[config.mk]
export PLATFORM = sky130hd
export DESIGN_NAME = nibble_serial_adder
export DESIGN_NICKNAME = d
export VERILOG_FILES = /design/src/rtl/nibble_serial_adder.sv
export SDC_FILE = /design/constraint.sdc
export NUM_CORES = 1
export LEC_CHECK = 0
export CAP_MARGIN = 20
export CELL_PAD_IN_SITES_DETAIL_PLACEMENT = 0
export CELL_PAD_IN_SITES_GLOBAL_PLACEMENT = 1
export CORE_MARGIN = 5
export CORE_UTILIZATION = 30
export DETAILED_ROUTE_END_ITERATION = 10
export GPL_TIMING_DRIVEN = 0
export PLACE_DENSITY_LB_ADDON = 0.12
export SYNTH_ARGS = -nofsm -noshare
export SYNTH_HDL_FRONTEND = slang
export SYNTH_HIERARCHICAL = 1
export SYNTH_SLANG_ARGS = --single-unit
[constraint.sdc]
create_clock -name clk_i -period 4.05 [get_ports clk_i]
set_input_delay 0.6075 -clock clk_i [delete_from_list [all_inputs] [get_ports clk_i]]
set_output_delay 0.6075 -clock clk_i [all_outputs]
set_load 0.03 [all_outputs]
[src/rtl/nibble_serial_adder.sv]
// WIDTH-bit add/subtract unit that sequences one 4-bit carry-lookahead slice over NIB cycles.
// Result is valid NIB+1 cycles after accept; held in DONE until out_ready_i; no accept/result overlap.
module nibble_cla4 (
  input  logic [3:0] a,
  input  logic [3:0] b,
  input  logic       ci,
  output logic [3:0] s,
  output logic       co
);
  logic [3:0] g;
  logic [3:0] p;
  logic [3:0] c;

  assign g = a & b;
  assign p = a ^ b;

  assign c[0] = ci;
  assign c[1] = g[0] | (p[0] & ci);
  assign c[2] = g[1] | (p[1] & g[0]) | (p[1] & p[0] & ci);
  assign c[3] = g[2] | (p[2] & g[1]) | (p[2] & p[1] & g[0]) | (p[2] & p[1] & p[0] & ci);
  assign co   = g[3] | (p[3] & g[2]) | (p[3] & p[2] & g[1]) | (p[3] & p[2] & p[1] & g[0])
              | (p[3] & p[2] & p[1] & p[0] & ci);
  assign s    = p ^ c;
endmodule

module nibble_serial_adder #(
  parameter int WIDTH = 16
) (
  input  logic             clk_i,
  input  logic             rst_i,
  input  logic             in_valid_i,
  output logic             in_ready_o,
  input  logic [WIDTH-1:0] a_i,
  input  logic [WIDTH-1:0] b_i,
  input  logic             carry_i,
  input  logic             sub_i,
  output logic             out_valid_o,
  input  logic             out_ready_i,
  output logic [WIDTH-1:0] sum_o,
  output logic             carry_o,
  output logic             overflow_o
);
  localparam int NIB = WIDTH / 4;
  localparam int KW  = (NIB > 1) ? $clog2(NIB) : 1;

  typedef enum logic [1:0] {IDLE, RUN, DONE} state_t;

  state_t           state;
  state_t           state_nxt;
  logic [KW-1:0]    k;
  logic [WIDTH-1:0] a_q;
  logic [WIDTH-1:0] b_q;
  logic [WIDTH-1:0] res_q;
  logic [WIDTH-1:0] res_nxt;
  logic             cy_q;
  logic [3:0]       a_nib;
  logic [3:0]       b_nib;
  logic [3:0]       s_nib;
  logic             c_out;
  logic             last;

  assign last  = (k == KW'(NIB - 1));
  assign a_nib = a_q[{k, 2'b00} +: 4];
  assign b_nib = b_q[{k, 2'b00} +: 4];

  nibble_cla4 u_slice (
    .a  (a_nib),
    .b  (b_nib),
    .ci (cy_q),
    .s  (s_nib),
    .co (c_out)
  );

  always_comb begin
    res_nxt = res_q;
    res_nxt[{k, 2'b00} +: 4] = s_nib;
  end

  always_ff @(posedge clk_i) begin
    if (rst_i) begin
      state <= IDLE;
    end else begin
      state <= state_nxt;
    end
  end

  always_comb begin
    state_nxt   = state;
    in_ready_o  = 1'b0;
    out_valid_o = 1'b0;
    case (state)
      IDLE: begin
        in_ready_o = 1'b1;
        if (in_valid_i) state_nxt = RUN;
      end
      RUN: begin
        if (last) state_nxt = DONE;
      end
      DONE: begin
        out_valid_o = 1'b1;
        if (out_ready_i) state_nxt = IDLE;
      end
      default: state_nxt = IDLE;
    endcase
  end

  always_ff @(posedge clk_i) begin
    if (rst_i) begin
      k          <= '0;
      a_q        <= '0;
      b_q        <= '0;
      res_q      <= '0;
      cy_q       <= 1'b0;
      sum_o      <= '0;
      carry_o    <= 1'b0;
      overflow_o <= 1'b0;
    end else begin
      case (state)
        IDLE: begin
          if (in_valid_i) begin
            // Subtraction is A + ~B + ~borrow, so B is stored inverted.
            a_q  <= a_i;
            b_q  <= sub_i ? ~b_i : b_i;
            cy_q <= carry_i ^ sub_i;
            k    <= '0;
          end
        end
        RUN: begin
          res_q <= res_nxt;
          cy_q  <= c_out;
          k     <= k + KW'(1);
          if (last) begin
            sum_o      <= res_nxt;
            carry_o    <= c_out;
            overflow_o <= (a_q[WIDTH-1] == b_q[WIDTH-1]) & (s_nib[3] != a_q[WIDTH-1]);
          end
        end
        default: ;
      endcase
    end
  end
endmodule

==> impl_metrics.ini, run 1 <==
[drt]
wl_per_cell_um = 14.9
drt_drc_violations_left = 0
drt_wl_total_um = 8270
ant_nets = 0
drtIter0Drc = 122
routed_via_density = 4.74
dr.pass1.iters = 4
num_vias = 2641

[sta]
tightest_slew_ps = 726
post-route-period-util_pct = 87.9
whs_ps = 458
post-route-min-period_ps = 3560
finalMaxSlewViolations = 0
fmax_ghz = 0.281
hold_viol = 0
rsz0062_at_grt = no
fin_tns_setup_ps = 0
skew_ps = 4.92
relSlewSlack_pct = 51.2
setup_violations = 0

[setup_path]
startpoint = k[0]$_SDFFE_PP0P_
path_cells = buf_4 > mux4_2 > ha_1 > a21o_1 > a31o_1 > xor2_1 > and3b_1 > a211oi_1 > nor3_1
slowest_delay_ps = 580
cp_max_fo = 10
reg2reg_from = k[0]$_SDFFE_PP0P_
start_kind = flip-flop
cp_top_family = compound AO/OA/AOI/OAI gates
critPathBufInv = 1
criticalPathCategory = reg -> reg
crit_required_ps = 4260
slowest_stage = xor2_1
arrival_ps = 3770
critPathCaptureType = flip-flop

[logic_synthesis]
syn_avg_cell_area_um2 = 9.19
synth_top_family_by_area = simple AND/OR/NAND/NOR gates
ys_types = 39
seq_area_frac_synth_pct = 41.7
syn-num-nets = 398
syn_area_mm2 = 0.00322
yosysWarnings = 6
async_reset_ff_share_pct = 0
synth_edf_count = 0
synth_xor_area_share_pct = 5.45
synthSimpleGateAreaFrac_pct = 19.8
ys_seq_elements = 67
synth-compound-area-share_pct = 16.2
synth.area.mux_share_pct = 5.60
synth_top_flop_cell = dfxtp_1
postSynthCellCount = 350
synth_fa_ha_area_share_pct = 4.12

[worst_hold_path]
min-delay-start = a_q[14]$_SDFFE_PP0P_
hold_class = reg -> reg

[cells_and_area]
fin_area_mm2 = 0.00414
diodes = 0
areaGrowthSynthToFinish_pct = 28.8
drive_above_1_share_pct = 10.5
fin_nets = 465
post-route-util_pct = 39.9

[floorplanning]
rows = 37
die_h_um = 114
dieArea_mm2 = 0.0129
die_w_um = 114
io_pins = 58
placeableCoreArea_mm2 = 0.0104
start_util_pct = 31.0

[placement]
placed_area_mm2 = 0.00395
gp_congestion = 0.743
io_buffers = 56
dp_hpwl_um = 6240

[grt]
grt_usage_pct = 13.7
grt_pass1_vias = 2691
overflow = 0
grt_max_degree = 11
grt_pass1_wl_um = 13900
antenna_found_initial = 0

[power_and_ir_drop]
report.power.total_mw = 1.53
vdd_drop_max_mv = 0.143
leakage_nw = 1.46
p_per_area_mw_per_mm2 = 370

[clock_tree]
numCtsBuffers = 9
clockBufferDepth = 2
cts_root_buf = clkbuf_8
cts.sinks = 67
clock_latency_ps = 340
cts_hold_buf = 0
clkTransAtPathRegs_ps = 70
post-cts-setup-buffers = 0
cts_resized = 0
cts_tree = yes
htree_num_levels = 3

[run]
max_cap_violations = 0

[outcome]
status = complete, no violations
-- layout by cell type, fill, tap and decap left out, types with 5 or more instances in the layout --
cell type         n
a211oi_1         17
a21oi_1          25
a311oi_1          8
buf_2             8
buf_4             7
clkbuf_1         12
clkbuf_8         11
clkdlybuf4s50_1  56
dfxtp_1          67
ha_1              9
inv_1            15
mux4_2            8
nand2_1          41
nand2b_1         14
nand4_1          10
nor2_1           37
nor3_1            5
o32ai_1           8
xnor2_1          18
-- cell families (layout without fill, tap and decap cells) --
kind of cell / Yosys count / count (layout)
adder cells (fa/ha/maj): 10 / 10
AO/OA/AOI/OAI: 73 / 73
buffers and inverters: 44 / 115
XOR/XNOR: 20 / 20
flip-flops: 67 / 67
multiplexers: 8 / 8
AND/OR/NAND/NOR: 128 / 128
-- cells in the mapped netlist, types with 2 or more instances --
| cell type | instances | area, um^2 |
|---|---|---|
| dfxtp_1 | 67 | 1340 |
| nand2_1 | 41 | 154 |
| nor2_1 | 37 | 139 |
| a21oi_1 | 25 | 125 |
| xnor2_1 | 18 | 158 |
| a211oi_1 | 17 | 128 |
| inv_1 | 15 | 56.3 |
| nand2b_1 | 14 | 87.6 |
| clkbuf_1 | 10 | 37.5 |
| nand4_1 | 10 | 62.6 |
| ha_1 | 9 | 113 |
| a311oi_1 | 8 | 70.1 |
| buf_2 | 8 | 40.0 |
| mux4_2 | 8 | 180 |
| o32ai_1 | 8 | 70.1 |
| buf_4 | 7 | 52.6 |
| nor3_1 | 5 | 25.0 |
| a221oi_1 | 4 | 35.0 |
| a32oi_1 | 4 | 35.0 |
| nand3_1 | 4 | 20.0 |
| nor2b_1 | 4 | 25.0 |
| a21o_1 | 3 | 22.5 |
| and3b_1 | 3 | 26.3 |
| buf_6 | 3 | 33.8 |
| and2_1 | 2 | 12.5 |
| nand3b_1 | 2 | 15.0 |
| xor2_1 | 2 | 17.5 |
-- layer usage --
layer / GRT usage (%) / share of wire [%] / vias up
li1: - / - / 1368
met1: 16.9 / 45 / 1214
met2: 22.9 / 50 / 54
met3: 3.40 / 4.0 / 5
met4: 5.53 / 0.89 / 0
met5: 0 / 0 / -
-- through the flow --
step                cells  worst slack, ps
floorplan             350             1220
global placement      542              523
detailed placement    542              472
CTS                   557              450
global route          557              261
finish                557              489
-- registers in the layout (all words and copies together) (netlist names) --
register	flops
carry_o	1
overflow_o	1
res_q	12
k	2
b_q	16
state	2
sum_o	16
cy_q	1
a_q	16
-- cell type report --
cell class | instances | area (um^2)
plain buffers | 29 | 171
fillers | 1106 | 6230
clock inverters | 2 | 35.0
flip-flops and latches | 67 | 1340
repair buffers | 56 | 561
inverters | 15 | 56.3
clock buffers | 13 | 159
well taps | 136 | 170
multi-input cells | 239 | 1650
-- final timing paths --
path / endpoint / slack (ps) / cells after the start
max: overflow_o$_SDFFE_PP0P_ / 490 / 9
min: a_q[14]$_SDFFE_PP0P_ / 460 / 2
max reg2reg: overflow_o$_SDFFE_PP0P_ / 490 / 9
min reg2reg: a_q[14]$_SDFFE_PP0P_ / 460 / 2
-- tightest hold or removal path, delay by kind of cell, from the launching register on --
kind / cells / cell delay [ps]
AOI/OAI and AO/OA: 1 / 50
DFF: 1 / 310
and+or+nand+nor: 1 / 50
-- where the power goes --
part,switching (mW),total (mW),internal [mW]
combinational,0.145,0.264,0.119
clock,0.245,0.560,0.314
sequential,0.0176,0.707,0.689
(Power assumes the default switching activity.)
==> inputs of run 2 (changes only) <==
--- a/config.mk
+++ b/config.mk
@@ -5,6 +5,7 @@
 export SDC_FILE = /design/constraint.sdc
 export NUM_CORES = 1
 export LEC_CHECK = 0
+export ABC_CLOCK_PERIOD_IN_PS = 4050
 export CAP_MARGIN = 20
 export CELL_PAD_IN_SITES_DETAIL_PLACEMENT = 0
 export CELL_PAD_IN_SITES_GLOBAL_PLACEMENT = 1
==> results of run 2 <==
The final DEF is identical to that of run 1; final timing and power are the same.
